**src/rtl/wb_pkg.sv**
```systemverilog
// Shared types and constants for the Wishbone burst master.
package wb_pkg;

    typedef enum logic [1:0] {
        ST_IDLE = 2'd0,
        ST_BUS  = 2'd1,
        ST_DONE = 2'd2
    } state_e;

    localparam logic [1:0] WB_OK  = 2'd0;
    localparam logic [1:0] WB_ERR = 2'd1;
    localparam logic [1:0] WB_TMO = 2'd2;

    localparam logic [2:0] CTI_CLASSIC = 3'b000;
    localparam logic [2:0] CTI_INCR    = 3'b010;
    localparam logic [2:0] CTI_EOB     = 3'b111;

endpackage

```
**src/rtl/wb_tmo_cnt.sv**
```systemverilog
// Stall watchdog: counts consecutive run cycles, flags the TMO-th one.
module wb_tmo_cnt #(
    parameter int TMO = 255
) (
    input  logic clk_i,
    input  logic rst_i,
    input  logic run_i,
    input  logic clear_i,
    output logic expired_o
);
    localparam int CW = $clog2(TMO + 1);

    logic [CW-1:0] cnt_q;
    logic [CW-1:0] cnt_d;

    // next count
    always_comb begin
        cnt_d = cnt_q;
        if (clear_i) begin
            cnt_d = '0;
        end else if (run_i) begin
            cnt_d = cnt_q + CW'(1);
        end else begin
            cnt_d = cnt_q;
        end
    end

    // count register
    always_ff @(posedge clk_i) begin
        if (rst_i) begin
            cnt_q <= '0;
        end else begin
            cnt_q <= cnt_d;
        end
    end

    // Combinational so the abort lands on the TMO-th stalled edge itself.
    assign expired_o = run_i && (cnt_q == CW'(TMO - 1));

endmodule

```
**src/rtl/wb_burst_master.sv**
```systemverilog
// Wishbone B3 master running one single or incrementing-burst block cycle per command.
module wb_burst_master
    import wb_pkg::*;
#(
    parameter int AW   = 26,
    parameter int DW   = 32,
    parameter int MAXB = 8,
    parameter int TMO  = 255
) (
    input  logic                    clk_i,
    input  logic                    rst_i,
    input  logic                    req_valid_i,
    output logic                    req_ready_o,
    input  logic                    req_we_i,
    input  logic [AW-1:0]           req_adr_i,
    input  logic [DW/8-1:0]         req_sel_i,
    input  logic [$clog2(MAXB)-1:0] req_len_i,
    output logic                    wdat_rd_o,
    input  logic [DW-1:0]           wdat_i,
    output logic                    rdat_valid_o,
    output logic [DW-1:0]           rdat_o,
    output logic                    done_o,
    output logic [1:0]              status_o,
    output logic [AW-1:0]           adr_o,
    output logic [DW-1:0]           dat_o,
    output logic [DW/8-1:0]         sel_o,
    output logic                    we_o,
    output logic                    stb_o,
    output logic                    cyc_o,
    output logic [2:0]              cti_o,
    input  logic [DW-1:0]           dat_i,
    input  logic                    ack_i,
    input  logic                    err_i
);
    localparam int LW = $clog2(MAXB);
    localparam int SW = DW / 8;

    state_e          state_q, state_d;
    logic [AW-1:0]   adr_q, adr_d;
    logic [DW-1:0]   dat_q, dat_d;
    logic [SW-1:0]   sel_q, sel_d;
    logic            we_q, we_d;
    logic            stb_q, stb_d;
    logic [2:0]      cti_q, cti_d;
    logic [LW-1:0]   beats_q, beats_d;
    logic [DW-1:0]   rdat_q, rdat_d;
    logic            rdat_valid_q, rdat_valid_d;
    logic            done_q, done_d;
    logic [1:0]      status_q, status_d;

    logic in_bus_s, accept_s, ack_ok_s, err_s, last_s, run_s, tmo_s, abort_s, finish_s;

    assign in_bus_s = (state_q == ST_BUS);
    assign accept_s = req_valid_i && req_ready_o;
    assign ack_ok_s = in_bus_s && ack_i && !err_i;
    assign err_s    = in_bus_s && err_i;
    assign last_s   = (beats_q == '0);
    assign run_s    = in_bus_s && !ack_i && !err_i;
    assign abort_s  = err_s || tmo_s;
    assign finish_s = (ack_ok_s && last_s) || abort_s;

    wb_tmo_cnt #(.TMO(TMO)) u_tmo (
        .clk_i     (clk_i),
        .rst_i     (rst_i),
        .run_i     (run_s),
        .clear_i   (!run_s),
        .expired_o (tmo_s)
    );

    // state register
    always_ff @(posedge clk_i) begin
        if (rst_i) begin
            state_q <= ST_IDLE;
        end else begin
            state_q <= state_d;
        end
    end

    // next-state logic
    always_comb begin
        state_d = state_q;
        case (state_q)
            ST_IDLE: state_d = accept_s ? ST_BUS : ST_IDLE;
            ST_BUS:  state_d = finish_s ? ST_DONE : ST_BUS;
            ST_DONE: state_d = ST_IDLE;
            default: state_d = ST_IDLE;
        endcase
    end

    // datapath and bus output next values
    always_comb begin
        adr_d        = adr_q;
        dat_d        = dat_q;
        sel_d        = sel_q;
        we_d         = we_q;
        stb_d        = stb_q;
        cti_d        = cti_q;
        beats_d      = beats_q;
        rdat_d       = rdat_q;
        rdat_valid_d = 1'b0;
        done_d       = 1'b0;
        status_d     = status_q;
        case (state_q)
            ST_IDLE: begin
                if (accept_s) begin
                    we_d    = req_we_i;
                    sel_d   = req_sel_i;
                    beats_d = req_len_i;
                    adr_d   = req_adr_i;
                    stb_d   = 1'b1;
                    cti_d   = (req_len_i == '0) ? CTI_CLASSIC : CTI_INCR;
                    dat_d   = req_we_i ? wdat_i : dat_q;
                end else begin
                    stb_d = 1'b0;
                end
            end
            ST_BUS: begin
                if (abort_s) begin
                    stb_d    = 1'b0;
                    cti_d    = CTI_CLASSIC;
                    status_d = err_s ? WB_ERR : WB_TMO;
                    done_d   = 1'b1;
                end else if (ack_ok_s) begin
                    rdat_valid_d = !we_q;
                    rdat_d       = we_q ? rdat_q : dat_i;
                    if (last_s) begin
                        stb_d    = 1'b0;
                        cti_d    = CTI_CLASSIC;
                        status_d = WB_OK;
                        done_d   = 1'b1;
                    end else begin
                        adr_d   = adr_q + AW'(SW);
                        beats_d = beats_q - LW'(1);
                        cti_d   = (beats_q == LW'(1)) ? CTI_EOB : CTI_INCR;
                        dat_d   = we_q ? wdat_i : dat_q;
                    end
                end else begin
                    stb_d = 1'b1;
                end
            end
            ST_DONE: stb_d = 1'b0;
            default: stb_d = 1'b0;
        endcase
    end

    // registered outputs and datapath
    always_ff @(posedge clk_i) begin
        if (rst_i) begin
            adr_q        <= '0;
            dat_q        <= '0;
            sel_q        <= '0;
            we_q         <= 1'b0;
            stb_q        <= 1'b0;
            cti_q        <= CTI_CLASSIC;
            beats_q      <= '0;
            rdat_q       <= '0;
            rdat_valid_q <= 1'b0;
            done_q       <= 1'b0;
            status_q     <= WB_OK;
        end else begin
            adr_q        <= adr_d;
            dat_q        <= dat_d;
            sel_q        <= sel_d;
            we_q         <= we_d;
            stb_q        <= stb_d;
            cti_q        <= cti_d;
            beats_q      <= beats_d;
            rdat_q       <= rdat_d;
            rdat_valid_q <= rdat_valid_d;
            done_q       <= done_d;
            status_q     <= status_d;
        end
    end

    // Write data is popped on accept and on every non-final good ack.
    assign wdat_rd_o    = !rst_i && ((accept_s && req_we_i) || (ack_ok_s && !last_s && we_q));
    assign req_ready_o  = !rst_i && (state_q == ST_IDLE);
    assign adr_o        = adr_q;
    assign dat_o        = dat_q;
    assign sel_o        = sel_q;
    assign we_o         = we_q;
    assign stb_o        = stb_q;
    assign cyc_o        = stb_q;
    assign cti_o        = cti_q;
    assign rdat_o       = rdat_q;
    assign rdat_valid_o = rdat_valid_q;
    assign done_o       = done_q;
    assign status_o     = status_q;

endmodule

```
**config.mk**
```make
export PLATFORM = sky130hd
export DESIGN_NAME = wb_burst_master
export DESIGN_NICKNAME = d
export VERILOG_FILES = /design/src/rtl/wb_pkg.sv /design/src/rtl/wb_tmo_cnt.sv /design/src/rtl/wb_burst_master.sv
export SDC_FILE = /design/constraint.sdc
export NUM_CORES = 1
export LEC_CHECK = 0
export ABC_AREA = 1
export CORE_AREA = 2 2 117 119
export CTS_BUF_LIST = sky130_fd_sc_hd__clkbuf_8 sky130_fd_sc_hd__clkbuf_16
export DETAILED_ROUTE_END_ITERATION = 10
export DIE_AREA = 0 0 119 121
export HOLD_SLACK_MARGIN = 0.03
export PLACE_DENSITY = 0.73
export RECOVER_POWER = 100
export SYNTH_ARGS = -nofsm -noshare
export SYNTH_HDL_FRONTEND = slang
export SYNTH_HIERARCHICAL = 1
export SYNTH_SLANG_ARGS = --single-unit
```
**constraint.sdc**
```tcl
create_clock -name clk_i -period 4.7 [get_ports clk_i]
set_input_delay 0.705 -clock clk_i [delete_from_list [all_inputs] [get_ports clk_i]]
set_output_delay 0.705 -clock clk_i [all_outputs]
set_load 0.02 [all_outputs]
```
==> results.sh <==
export IMPL_status="finished with violations"
export IMPL_violations="capacitance limit, slew limit"
export IMPL_dp_hpwl_um=10500
export IMPL_cts_max_level=4
export IMPL_grt_util_met3_pct=8.08
export IMPL_grt_pass1_vias=5069
export IMPL_period_needed_ns=3.86
export IMPL_slew_headroom_pct=-12.9
export IMPL_syn_inst=736
export IMPL_grt_busiest_layer="met2"
export IMPL_worst_slew_pin_slew_ns=1.68
export IMPL_routabilityCongestion=0.825
export IMPL_cap_violations=1
export IMPL_syn_nets=845
export IMPL_dieArea_um2=14400
export IMPL_finalHoldViolCount=0
export IMPL_n_fill_cell=1195
export IMPL_gr_total_overflow=0
export IMPL_place_inst=1089
export IMPL_synthTopCellsByArea="dfxtp_1 (45%), nor2_1 (15%), o21ai_0 (10%), nand2_1 (9.1%), a21oi_1 (3.9%)"
export IMPL_cts_tree="yes"
export IMPL_worstHoldPathType="register to register"
export IMPL_rsz0062_at_grt="false"
export IMPL_slew_viol_final=34
export IMPL_drc_errors=0
export IMPL_wl_um=15100
export IMPL_vias=5404
export IMPL_min_from="sel_o[3]"
export IMPL_r2r_start="state_q[1]"
export IMPL_pin_count=209
export IMPL_syn_area_per_cell_um2=6.98
export IMPL_final_area_um2=7790
export IMPL_setup_tns_final_ns=0
export IMPL_clock_sinks=115
export IMPL_hold_ws_ns=0.459
export IMPL_finalNonFillerCells=1120
export IMPL_critical_path_class="input pin to output port"
export IMPL_grt_usage_pct=21.4
export IMPL_syn_area_um2=5140
export IMPL_clk_pin_slew_ns=0.05
export IMPL_yosys_cell_types_count=37
export IMPL_cp_data_arrival_time_ns=3.15
export IMPL_ant_nets=0
export IMPL_cts_root_buf="clkbuf_16"
export IMPL_layout_commonest_cell="nor2_1"
export IMPL_final_period_utilization_pct=82.1
export IMPL_antenna_found_initial=1
export IMPL_die_height_um=121
export IMPL_end_kind="output port"
export IMPL_timing_final_ws_setup_ns=0.841
export IMPL_cp_start_kind="input pin"
export IMPL_hold_depth=2
export IMPL_netlist_area_leader_share_pct=44.8
export IMPL_dpl_cell_area_um2=7290
export IMPL_cts_buffers=17
export IMPL_peakVddDrop_mv=0.241
export IMPL_grt_use_met2_pct=33.7
export IMPL_final_cell_mix="nor2_1 (201), nand2_1 (129), dfxtp_1 (115), dlygate4sd3_1 (106), o21ai_0 (103)"
export IMPL_first_pass_iters=5
export IMPL_nNetsFinal=1041
export IMPL_drive_gt1_share_pct=4.67
export IMPL_yosysSeqAreaShare_pct=44.8
export IMPL_crit_fanout=11
export IMPL_drtIter0Drc=328
export IMPL_core_area_um2=13100
export IMPL_rows=42
export IMPL_rrSetupSlack_ns=1.10
export IMPL_wl_per_cell_um=13.5
export IMPL_use_met1_pct=26.4
export IMPL_clk_latency_ns=0.41
export IMPL_p_leak_nw=3.30
export IMPL_r2r_end="dat_o[7]"
export IMPL_yosys_warnings=6
export IMPL_grt_max_degree=82
export IMPL_io_buffers=208
export IMPL_finClkSkew_ns=0.00724
export IMPL_power_per_cell_area_nw_per_um2=357
export IMPL_synth_seq_cells=115
export IMPL_worstRegToRegCells=15
export IMPL_critPathRequiredTime_ns=3.99
export IMPL_yosysTopAreaCell="dfxtp_1"
export IMPL_setup_viol=0
export IMPL_start_util_pct=39.3
export IMPL_maxClockFrequency_mhz=259
export IMPL_via_per_inst=4.83
export IMPL_post_cts_buffers=0
export IMPL_post_cts_resized=0
export IMPL_place_ws_ns=1.22
export IMPL_grt_pass1_wl_um=24500
export IMPL_hold_end="sel_o[3]"
export IMPL_die_width_um=119
export IMPL_syn2layout_area_growth_pct=51.8
export IMPL_cts_buffer_depth=2
export IMPL_ctsHoldBuffers=0
## power by group
group | switching, W | internal (W) | total (W)
clock | 0.000424 | 0.000724 | 0.00115
combinational | 0.000294 | 0.000242 | 0.000536
sequential | 0.0000495 | 0.00105 | 0.00110
## layout make-up
class / instances / area (µm²) / share of cell area, %
timing repair buffer: 215 / 2130 / 27.3
tap: 176 / 220 / 2.83
antenna: 2 / 5.00 / 0.0642
clock inverter: 7 / 35.0 / 0.449
multi-input combinational: 540 / 2440 / 31.3
inverter: 43 / 164 / 2.10
clock buffer: 22 / 494 / 6.34
sequential: 115 / 2300 / 29.5
## critical path, stage by stage
cell and delay [ns]:
dlygate4sd3_1 0.58, clkinvlp_2 0.12, nand2_1 0.09, nor2_1 0.05, nand2_1 0.34, clkinvlp_2 0.44
nand2_1 0.18, a21oi_1 0.09, clkdlybuf4s50_1 0.56
## cells by family (layout without fill, tap and decap cells)
kind of cell / after synthesis / after routing / share of synthesized area (%)
adder cells (fa/ha/maj): 6 / 6 / 1.46
AND/OR/NAND/NOR: 373 / 373 / 29.8
AO/OA/AOI/OAI: 157 / 157 / 16.1
other: 0 / 2 / 0
multiplexers: 1 / 1 / 0.195
XOR/XNOR: 3 / 3 / 0.512
buffers and inverters: 81 / 287 / 7.14
flip-flops: 115 / 115 / 44.8
## how the worst max path moves through the flow
| stage | startpoint | endpoint | slack, ns | cells past startpoint |
|---|---|---|---|---|
| floorplan | rst_i | wdat_rd_o | 2.02 | 9 |
| global placement | ack_i | dat_o[13] | 1.29 | 13 |
| detailed placement | ack_i | dat_o[7] | 1.22 | 13 |
| CTS | rst_i | wdat_rd_o | 1.34 | 9 |
| global route | rst_i | wdat_rd_o | 0.61 | 9 |
| finish | rst_i | wdat_rd_o | 0.84 | 9 |
## flip-flops by register name, summed over array words and instances, names as in the netlist, 2 cells and up
register / flops
dat_o: 32
adr_o: 26
u_tmo/cnt_q: 8
rdat_o: 32
status_o: 2
state_q: 2
beats_q: 3
cti_o: 2
sel_o: 4
## cells in the mapped netlist, drive strengths merged
library cell / n
a21oi: 40
a31oi: 4
and2: 1
buf: 21
clkbuf: 17
dfxtp: 115
ha: 6
inv: 43
mux2i: 1
nand2: 129
nand3: 28
nand3b: 3
nand4: 2
nor2: 204
nor3: 5
o211a: 1
o21a: 3
o21ai: 104
o21bai: 1
o22ai: 2
o31ai: 2
or2: 1
xnor2: 2
xor2: 1
## per-stage QoR
stage / utilization [%] / total power (W)
finish: 59.6 / 0.00278
floorplan: - / 0.00141
global placement: 55.7 / 0.00168
detailed placement: 55.7 / 0.00168
CTS: 59.8 / 0.00284
global route: 59.6 / 0.00292
## per-layer routing
metal | routed length, µm | share of wire [%]
met2 | 6820 | 45
met5 | 0 | 0
met3 | 1210 | 8.0
met4 | 365 | 2.4
met1 | 6680 | 44
No activity file was read; power rests on OpenSTA's default activity.
